**src/rtl/fetch_pkg.sv**
```systemverilog
// Shared types and constants for the instruction fetch unit.
package fetch_pkg;

    localparam int FETCH_ADDR_W     = 32;
    localparam int FETCH_DATA_W     = 32;
    localparam int FETCH_DEPTH      = 2;
    localparam int FETCH_IMEM_WORDS = 256;

    // addi x0, x0, 0 -- delivered in place of an out-of-range fetch
    localparam logic [FETCH_DATA_W-1:0] FETCH_NOP = 32'h0000_0013;

    typedef struct packed {
        logic [FETCH_ADDR_W-1:0] pc;
        logic [FETCH_DATA_W-1:0] instr;
        logic                    fault;
    } fetch_entry_t;

endpackage

```
**src/rtl/fetch_if.sv**
```systemverilog
// Bundle of the PC, instruction-memory and decode handshakes around fetch.
interface fetch_if #(
    parameter int ADDR_W = 32,
    parameter int DATA_W = 32
);
    logic [ADDR_W-1:0] pc_in;
    logic              pc_valid;
    logic              pc_ready;
    logic              flush;
    logic              imem_rd_en;
    logic [ADDR_W-1:0] imem_addr;
    logic [DATA_W-1:0] imem_rdata;
    logic              instr_valid;
    logic              instr_ready;
    logic [DATA_W-1:0] instr;
    logic [ADDR_W-1:0] instr_pc;
    logic              instr_fault;

    // fetch unit side
    modport slave (
        input  pc_in, pc_valid, flush, imem_rdata, instr_ready,
        output pc_ready, imem_rd_en, imem_addr, instr_valid, instr, instr_pc, instr_fault
    );

    // environment side: PC source, memory and decode
    modport master (
        output pc_in, pc_valid, flush, imem_rdata, instr_ready,
        input  pc_ready, imem_rd_en, imem_addr, instr_valid, instr, instr_pc, instr_fault
    );
endinterface

```
**src/rtl/fetch_fifo.sv**
```systemverilog
// Small FIFO of fetched entries; clear empties it in one cycle.
module fetch_fifo
    import fetch_pkg::*;
#(
    parameter int DEPTH = FETCH_DEPTH,
    localparam int PW   = (DEPTH > 1) ? $clog2(DEPTH) : 1,
    localparam int CW   = $clog2(DEPTH + 1)
) (
    input  logic           clk,
    input  logic           rst,
    input  logic           push,
    input  fetch_entry_t   push_data,
    input  logic           pop,
    input  logic           clear,
    output fetch_entry_t   head,
    output logic [CW-1:0]  count
);

    fetch_entry_t  mem_q [DEPTH];
    fetch_entry_t  mem_d [DEPTH];
    logic [PW-1:0] wr_ptr_q, wr_ptr_d;
    logic [PW-1:0] rd_ptr_q, rd_ptr_d;
    logic [CW-1:0] count_q, count_d;
    logic          push_eff, pop_eff;

    // next-state: pointers wrap naturally because DEPTH is a power of two
    always_comb begin
        mem_d    = mem_q;
        wr_ptr_d = wr_ptr_q;
        rd_ptr_d = rd_ptr_q;
        count_d  = count_q;
        pop_eff  = pop && (count_q != '0);
        push_eff = push && ((count_q < CW'(DEPTH)) || pop_eff);
        if (clear) begin
            wr_ptr_d = '0;
            rd_ptr_d = '0;
            count_d  = '0;
        end else begin
            if (push_eff) begin
                mem_d[wr_ptr_q] = push_data;
                wr_ptr_d        = wr_ptr_q + PW'(1);
            end
            if (pop_eff) begin
                rd_ptr_d = rd_ptr_q + PW'(1);
            end
            count_d = count_q + CW'(push_eff) - CW'(pop_eff);
        end
    end

    // state registers
    always_ff @(posedge clk or negedge rst) begin
        if (!rst) begin
            for (int i = 0; i < DEPTH; i++) mem_q[i] <= '0;
            wr_ptr_q <= '0;
            rd_ptr_q <= '0;
            count_q  <= '0;
        end else begin
            mem_q    <= mem_d;
            wr_ptr_q <= wr_ptr_d;
            rd_ptr_q <= rd_ptr_d;
            count_q  <= count_d;
        end
    end

    assign head  = mem_q[rd_ptr_q];
    assign count = count_q;

endmodule

```
**src/rtl/fetch_unit.sv**
```systemverilog
// Fetch stage: issues PC reads to synchronous imem and buffers {pc, instr, fault}
// for decode, granting new PCs only while a buffer slot is guaranteed.
module fetch_unit
    import fetch_pkg::*;
#(
    parameter int ADDR_W     = FETCH_ADDR_W,
    parameter int DATA_W     = FETCH_DATA_W,
    parameter int DEPTH      = FETCH_DEPTH,
    parameter int IMEM_WORDS = FETCH_IMEM_WORDS
) (
    input  logic    clk,
    input  logic    rst,
    fetch_if.slave  bus
);

    localparam int CW = $clog2(DEPTH + 1);

    // one outstanding fetch (read or faulted PC) waiting to be captured
    logic              pend_q, pend_d;
    logic [ADDR_W-1:0] tag_pc_q, tag_pc_d;
    logic              tag_fault_q, tag_fault_d;

    logic [CW-1:0]     count;
    logic [CW:0]       used;
    fetch_entry_t      head, push_entry;
    logic              push, pop, accept, in_range, ready, valid;

    // credit check, acceptance, memory strobe and capture path
    always_comb begin
        in_range = bus.pc_in < ADDR_W'(IMEM_WORDS);
        // a faulted PC also consumes a slot next cycle, so it counts as outstanding
        used     = {1'b0, count} + {{CW{1'b0}}, pend_q};
        ready    = rst && !bus.flush && (used < (CW+1)'(DEPTH));
        accept   = bus.pc_valid && ready;

        pend_d      = accept;
        tag_pc_d    = accept ? bus.pc_in : tag_pc_q;
        tag_fault_d = accept ? !in_range : tag_fault_q;

        // flush squashes whatever is being captured this cycle
        push             = pend_q && !bus.flush;
        push_entry.pc    = tag_pc_q;
        push_entry.instr = tag_fault_q ? FETCH_NOP : bus.imem_rdata;
        push_entry.fault = tag_fault_q;

        valid = (count != '0);
        pop   = valid && bus.instr_ready;
    end

    // outstanding-fetch tag register
    always_ff @(posedge clk or negedge rst) begin
        if (!rst) begin
            pend_q      <= 1'b0;
            tag_pc_q    <= '0;
            tag_fault_q <= 1'b0;
        end else begin
            pend_q      <= pend_d;
            tag_pc_q    <= tag_pc_d;
            tag_fault_q <= tag_fault_d;
        end
    end

    fetch_fifo #(.DEPTH(DEPTH)) u_fifo (
        .clk       (clk),
        .rst       (rst),
        .push      (push),
        .push_data (push_entry),
        .pop       (pop),
        .clear     (bus.flush),
        .head      (head),
        .count     (count)
    );

    assign bus.pc_ready    = ready;
    assign bus.imem_rd_en  = accept && in_range;
    assign bus.imem_addr   = (accept && in_range) ? bus.pc_in : '0;
    assign bus.instr_valid = valid;
    assign bus.instr       = valid ? head.instr : '0;
    assign bus.instr_pc    = valid ? head.pc    : '0;
    assign bus.instr_fault = valid && head.fault;

endmodule
```
**src/flat_wrapper.sv**
```systemverilog
// flat-port wrapper written by rule: the top's interface ports become plain ports
module fetch_unit_flat import fetch_pkg::*;
#(
    parameter int ADDR_W     = FETCH_ADDR_W,
    parameter int DATA_W     = FETCH_DATA_W,
    parameter int DEPTH      = FETCH_DEPTH,
    parameter int IMEM_WORDS = FETCH_IMEM_WORDS
)
  (clk, rst, bus_pc_in, bus_pc_valid, bus_flush, bus_imem_rdata, bus_instr_ready, bus_pc_ready, bus_imem_rd_en, bus_imem_addr, bus_instr_valid, bus_instr, bus_instr_pc, bus_instr_fault);
  fetch_if #(.ADDR_W(ADDR_W), .DATA_W(DATA_W)) bus_i ();
  input  logic clk;
  input  logic rst;
  input wire logic [$bits(bus_i.pc_in)-1:0] bus_pc_in;
  input wire logic [$bits(bus_i.pc_valid)-1:0] bus_pc_valid;
  input wire logic [$bits(bus_i.flush)-1:0] bus_flush;
  input wire logic [$bits(bus_i.imem_rdata)-1:0] bus_imem_rdata;
  input wire logic [$bits(bus_i.instr_ready)-1:0] bus_instr_ready;
  output wire logic [$bits(bus_i.pc_ready)-1:0] bus_pc_ready;
  output wire logic [$bits(bus_i.imem_rd_en)-1:0] bus_imem_rd_en;
  output wire logic [$bits(bus_i.imem_addr)-1:0] bus_imem_addr;
  output wire logic [$bits(bus_i.instr_valid)-1:0] bus_instr_valid;
  output wire logic [$bits(bus_i.instr)-1:0] bus_instr;
  output wire logic [$bits(bus_i.instr_pc)-1:0] bus_instr_pc;
  output wire logic [$bits(bus_i.instr_fault)-1:0] bus_instr_fault;
  assign bus_i.pc_in = bus_pc_in;
  assign bus_i.pc_valid = bus_pc_valid;
  assign bus_i.flush = bus_flush;
  assign bus_i.imem_rdata = bus_imem_rdata;
  assign bus_i.instr_ready = bus_instr_ready;
  assign bus_pc_ready = bus_i.pc_ready;
  assign bus_imem_rd_en = bus_i.imem_rd_en;
  assign bus_imem_addr = bus_i.imem_addr;
  assign bus_instr_valid = bus_i.instr_valid;
  assign bus_instr = bus_i.instr;
  assign bus_instr_pc = bus_i.instr_pc;
  assign bus_instr_fault = bus_i.instr_fault;
  fetch_unit #(.ADDR_W(ADDR_W), .DATA_W(DATA_W), .DEPTH(DEPTH), .IMEM_WORDS(IMEM_WORDS)) u_core (.clk(clk), .rst(rst), .bus(bus_i));
endmodule
```
**config.mk**
```make
export PLATFORM = sky130hd
export DESIGN_NAME = fetch_unit_flat
export DESIGN_NICKNAME = d
export VERILOG_FILES = /design/src/rtl/fetch_pkg.sv /design/src/rtl/fetch_if.sv /design/src/rtl/fetch_fifo.sv /design/src/rtl/fetch_unit.sv /design/src/flat_wrapper.sv
export SDC_FILE = /design/constraint.sdc
export NUM_CORES = 1
export LEC_CHECK = 0
export ABC_AREA = 0
export CAP_MARGIN = 15
export CORE_MARGIN = 5
export CORE_UTILIZATION = 52
export DETAILED_ROUTE_END_ITERATION = 10
export GPL_ROUTABILITY_DRIVEN = 0
export GPL_TIMING_DRIVEN = 1
export PLACE_DENSITY = 0.81
export SLEW_MARGIN = 20
export SYNTH_ARGS = -nofsm -noshare
export SYNTH_HDL_FRONTEND = slang
export SYNTH_HIERARCHICAL = 1
export SYNTH_SLANG_ARGS = --single-unit
```
**constraint.sdc**
```tcl
create_clock -name clk -period 3.1 [get_ports clk]
set_clock_uncertainty 0.2 [all_clocks]
set_input_delay 0.31 -clock clk [delete_from_list [all_inputs] [get_ports clk]]
set_output_delay 0.31 -clock clk [all_outputs]
set_load 0.005 [all_outputs]
```
==> results of run 1 <==
[cell type report]
cell class                      instances  area [um^2]
Sequential cell                       168         4210
Fill cell                            1089         4970
Clock inverter                          8          121
Multi-Input combinational cell        400         3610
Clock buffer                           21          480
Inverter                               11         41.3
Tap cell                              211          264
Timing Repair Buffer                  159         1620
[state kept, by name, indices dropped and copies added (netlist names)]
name and count:
u_core/pend_q 1, u_core/u_fifo/rd_ptr_q 1, u_core/u_fifo/count 2, u_core/tag_pc_q 32, u_core/tag_fault_q 1, u_core/u_fifo/mem_q 130
u_core/u_fifo/wr_ptr_q 1
[logic make-up (layout without fill, tap and decap cells)]
group           after synthesis  in the layout  share of synthesized area [%]
mux                         219            219                           30.9
flops                       168            168                           51.3
simple gates                139            139                           10.5
buf+inv                      70            199                           5.71
compound gates               13             13                          0.901
xor+xnor                      3              3                          0.321
fa+ha+maj                     2              2                          0.305
other cells                   1             24                         0.0458
[per-layer routing]
metal / vias to the layer above / global-route usage (%) / wire length, um
li1: 2350 / - / -
met1: 2596 / 24.3 / 7510
met2: 124 / 34.5 / 8770
met3: 21 / 4.46 / 839
met4: 2 / 6.16 / 251
met5: - / 0 / 13
[worst paths after layout]
kind / to / slack (ps)
max in group asynchronous: u_core/u_fifo/mem_q[68] / 1540
min in group clk: u_core/u_fifo/mem_q[69] / 280
worst min register to register: u_core/u_fifo/mem_q[69] / 280
worst max-delay path: bus_imem_addr[1] / 160
worst min-delay path: u_core/u_fifo/mem_q[87] / 80
worst max register to register: u_core/u_fifo/mem_q[57] / 670
[worst max-delay path: stages]
cell and delay [ps]:
dlygate4sd3_1 550, buf_6 190, and4bb_2 420, nand3_1 160, nor3_1 220, clkdlybuf4s50_1 580
[cells in the mapped netlist]
master	instances	area share (%)
dfrtp_1	168	51
mux2_2	145	20
and2_1	66	5.0
mux2_1	57	7.8
nor2b_1	31	2.4
buf_4	26	2.4
mux2_4	17	3.1
buf_6	13	1.8
clkbuf_1	12	0.55
inv_1	9	0.41
nor3_1	9	0.55
buf_2	8	0.49
nand3_1	8	0.49
o21ai_1	8	0.49
nor4_1	6	0.46
nand2_1	3	0.14
nor2_1	3	0.14
or2_2	3	0.23
ha_1	2	0.31
inv_2	2	0.092
xnor2_1	2	0.21
a21o_1	1	0.092
a21oi_1	1	0.061
and2b_1	1	0.092
and3_1	1	0.076
and4bb_1	1	0.15
conb_1	1	0.046
nand2_4	1	0.14
nand2b_1	1	0.076
nand4_1	1	0.076
nand4b_1	1	0.11
nor4_4	1	0.26
o21a_1	1	0.092
o21ai_0	1	0.061
o31a_1	1	0.11
or2_1	1	0.076
or3_1	1	0.076
xor2_1	1	0.11
[where the power goes]
part	switching, W	total, W	leakage, nW	internal [W]
logic	0.000234	0.000674	2.29	0.000440
registers	0.000160	0.00263	2.20	0.00247
clock network	0.000797	0.00213	0.297	0.00134
total	0.00119	0.00543	4.79	0.00424
[repair_timing]
action	CTS	global route
hold buffers	1	0
gates resized for setup	0	2
setup endpoints to repair	0	1
endpoints found under the hold margin	12	0
buffers inserted	0	0
[stage by stage]
stage / utilization (%) / setup slack (ps) / hold WS (ps)
6_report: 67.6 / 159 / 83.0
4_1_cts: 67.5 / 80.4 / 58.6
5_1_grt: 67.6 / 16.3 / 72.4
2_1_floorplan: - / 831 / -186
3_3_place_gp: 63.5 / 224 / -66.8
3_5_place_dp: 63.5 / 103 / -64.1
==> impl_metrics.tcl, run 1 <==
set metrics [dict create \
    final-setup-viol-count 0 \
    route.detailed.drc 0 \
    vias 5093 \
    finish.instance_area_um2 10300 \
    vias_per_cell 5.21 \
    startpoint "rst" \
    num_rows 45 \
    dpl.hpwl_mm 11.7 \
    syn_area_per_cell_um2 13.3 \
    overflow 0 \
    antenna_found_initial 1 \
    syn_to_final_growth_pct 26.3 \
    layout_commonest_cell "dfrtp_1" \
    drive_gt1_share_pct 28.3 \
    fin_nets 828 \
    die_w_um 136 \
    die_y_um 136 \
    rsz0062_at_grt "false" \
    cts_inserted_buffers 17 \
    cp_max_fo 16 \
    finalPower_w 0.00543 \
    instances_no_fill 978 \
    synth.distinct_cells 38 \
    ys.warnings.count 6 \
    final_cell_mix "167 x dfrtp_1, 145 x mux2_2, 143 x clkdlybuf4s50_1" \
    cts_sinks 168 \
    post_dp_cell_area_um2 9730 \
    ys_seq_elements 168 \
    hold_class "input port to asynchronous set/reset pin" \
    numPlacedInstances 948 \
    cp-start-kind "input port" \
    n_antenna_cell 0 \
    grt_pass1_wl_mm 28.5 \
    drtIter0Drc 268 \
    start_util_pct 53.5 \
    power_density_nw_per_um2 525 \
    wire_per_inst_um 17.8 \
    hold_viol 0 \
    status "complete, no violations" \
    max_freq_mhz 340 \
    worst_pin_slew_ps 862 \
    fin_crit_sh_pct 94.9 \
    ctsHtreeMaxLevel 4 \
    crit_arrival_ps 2430 \
    fin_setup_tns_ps 0 \
    synth_area_um2 8190 \
    peakVddDrop_mv 0.356 \
    grtUsageTotal_pct 19.7 \
    slew_headroom_pct 42.6 \
    cts_buffer_depth 2 \
    total_leakage_power_nw 4.79 \
    cts_root_buf "clkbuf_16" \
    first_pass_iters 4 \
    min_period_ps 2940 \
    drtAntennaViolNets 0 \
    cap_violations 0 \
    critPathCaptureType "output pin" \
    critical_path_class "input port to output pin" \
    clock_latency_ps 410 \
    clk_pin_slew_ps 60 \
    wirelength_mm 17.4 \
    grt_max_degree 87 \
    yosysSeqAreaShare_pct 51.3 \
    r2r_start "u_core/u_fifo/count[1]" \
    ios 169 \
    core_um2 15300 \
    reg2reg_depth 6 \
    maxSlewViolCount 0 \
    required_ps 2590 \
    io_buffer_count 144 \
    die_area_um2 18400 \
    cts_tree "yes" \
    netlist_instances 615 \
    grt_pass1_vias 5586 \
]
Power figures use the tool's default switching activity.
==> inputs of run 2 (changes only) <==
==> constraint.sdc (replaced) <==
create_clock -name clk -period 3.1 [get_ports clk]
set_clock_uncertainty 0.2 [all_clocks]
set_input_delay 0.93 -clock clk [delete_from_list [all_inputs] [get_ports clk]]
set_output_delay 0.93 -clock clk [all_outputs]
set_load 0.005 [all_outputs]
==> run 2 against run 1 <==
The run now ends with negative setup slack left. Critical path depth grew 2. Final cell count grew 6.1%. Via count grew 5.8%. Wire length grew 16%. Flip-flop and latch count is the same. Register-to-register slack lost 30 ps. Global-route usage grew 2.3 points. Clock power grew 7%. Clock-buffer cell count shrank 1. First-iteration DRC count shrank 10%. Critical endpoint unchanged.
==> impl_metrics.tcl, run 2 (synthesis gave the netlist of run 1 again) <==
set metrics [dict create \
    violations "negative setup slack" \
    drtAntennaViolNets 0 \
    critPathCaptureType "output pin" \
    min_period_ps 3460 \
    die_area_um2 18400 \
    num_rows 45 \
    cap_violations 0 \
    start_util_pct 53.5 \
    numPlacedInstances 977 \
    cts_inserted_buffers 17 \
    fin_nets 885 \
    syn_to_final_growth_pct 35.6 \
    fin_crit_sh_pct 112 \
    worst_pin_slew_ps 837 \
    die_y_um 136 \
    hold_class "input port to asynchronous set/reset pin" \
    instances_no_fill 1038 \
    ctsHoldBuffers 0 \
    peakVddDrop_mv 0.358 \
    cts_buffer_depth 2 \
    post_dp_cell_area_um2 10000 \
    grt_max_degree 87 \
    drive_gt1_share_pct 41.4 \
    ios 169 \
    grt_pass1_vias 6024 \
    cp-start-kind "input port" \
    wire_per_inst_um 19.4 \
    route.detailed.drc 0 \
    final_cell_mix "165 x dfrtp_1, 138 x mux2_2, 60 x and2_1" \
    cp_max_fo 4 \
    overflow 0 \
    cts_sinks 168 \
    core_um2 15300 \
    drtIter0Drc 241 \
    clock_latency_ps 420 \
    rsz0062_at_grt "true" \
    slew_headroom_pct 44.2 \
    final-setup-viol-count 9 \
    critical_path_class "input port to output pin" \
    io_buffer_count 144 \
    cts_tree "yes" \
    vias 5390 \
    finish.instance_area_um2 11100 \
    wirelength_mm 20.1 \
    first_pass_iters 5 \
    post-place-ws_ps -1040 \
    crit_arrival_ps 2330 \
    top_register "u_core/u_fifo/mem_q" \
    maxSlewViolCount 0 \
    required_ps 1970 \
    die_w_um 136 \
    ctsHtreeMaxLevel 4 \
    cts_root_buf "clkbuf_16" \
    total_leakage_power_nw 5.44 \
    timing.final.ws_setup_ps -359 \
    fin_setup_tns_ps -2430 \
    hold_viol 0 \
    max_freq_mhz 289 \
    clk_pin_slew_ps 60 \
    power_density_nw_per_um2 508 \
    layout_commonest_cell "dfrtp_1" \
    grtUsageTotal_pct 22.0 \
    n_antenna_cell 0 \
    status "finished, violations left" \
    antenna_found_initial 2 \
    vias_per_cell 5.19 \
    dpl.hpwl_mm 12.1 \
    grt_pass1_wl_mm 31.5 \
    largest_register_ffs 130 \
]
[run 2: changes by cell type in the layout (fill, tap and decap cells not counted), sizes merged]
| cell | change |
|---|---|
| inv | +1 |
| dlygate4sd2 | +16 |
| bufbuf | +4 |
| dlymetal6s2s | +1 |
| dlygate4sd3 | -1 |
| clkbuf | +25 |
| clkdlybuf4s50 | -100 |
| clkdlybuf4s15 | +40 |
| clkinvlp | +1 |
| bufinv | +2 |
| buf | +71 |
[run 2: area by class of cell]
class	instances	area (um^2)
clock buffer	20	447
clock inverter	12	198
fill	993	4210
inverter	11	41.3
multi-input combinational	400	3780
sequential	168	4210
tap	211	264
timing repair buffer	216	2170
[run 2: worst paths after layout]
check                                    startpoint                       end  slack, ps  depth (start not counted)
min reg2reg                u_core/u_fifo/mem_q[106]  u_core/u_fifo/mem_q[106]        280                          1
min in group clk           u_core/u_fifo/mem_q[106]  u_core/u_fifo/mem_q[106]        280                          1
max in group asynchronous                       rst  u_core/u_fifo/mem_q[126]        630                          4
max reg2reg                  u_core/u_fifo/count[1]   u_core/u_fifo/mem_q[11]        640                          7
min                                             rst   u_core/u_fifo/mem_q[82]        260                          2
max                                   bus_pc_in[28]          bus_imem_addr[1]       -360                          8
[run 2: per-layer routing]
layer | part of all wire, % | GRT usage (%)
met4 | 1.6 | 7.56
met3 | 4.9 | 5.39
met5 | 0.10 | 0
met2 | 52 | 38.9
met1 | 41 | 26.3
[run 2: metrics by stage]
stage / total power, W / util (%) / hold slack [ps]
floorplan: 0.00305 / - / 254
global placement: 0.00330 / 65.3 / 262
detailed placement: 0.00336 / 65.3 / 272
CTS: 0.00567 / 72.4 / 245
global route: 0.00587 / 72.5 / 262
finish: 0.00564 / 72.5 / 263
[run 2: power breakdown]
group	total, W	switching (W)	internal, W
Combinational	0.000728	0.000269	0.000459
Clock	0.00228	0.000833	0.00145
Sequential	0.00263	0.000162	0.00246
[run 2: repair_timing]
action / in CTS / in global routing
pin swaps: 14 / 9
cloned: 10 / 1
gates resized for setup: 223 / 89
setup buffers: 18 / 2
endpoints found under the setup margin: 76 / 62
[run 2: critical path: stages]
cell and delay [ps]:
buf_8 100, nor4_4 270, buf_4 150, nand4_1 180, buf_4 220, buf_6 130
nor3_2 200, buf_2 150
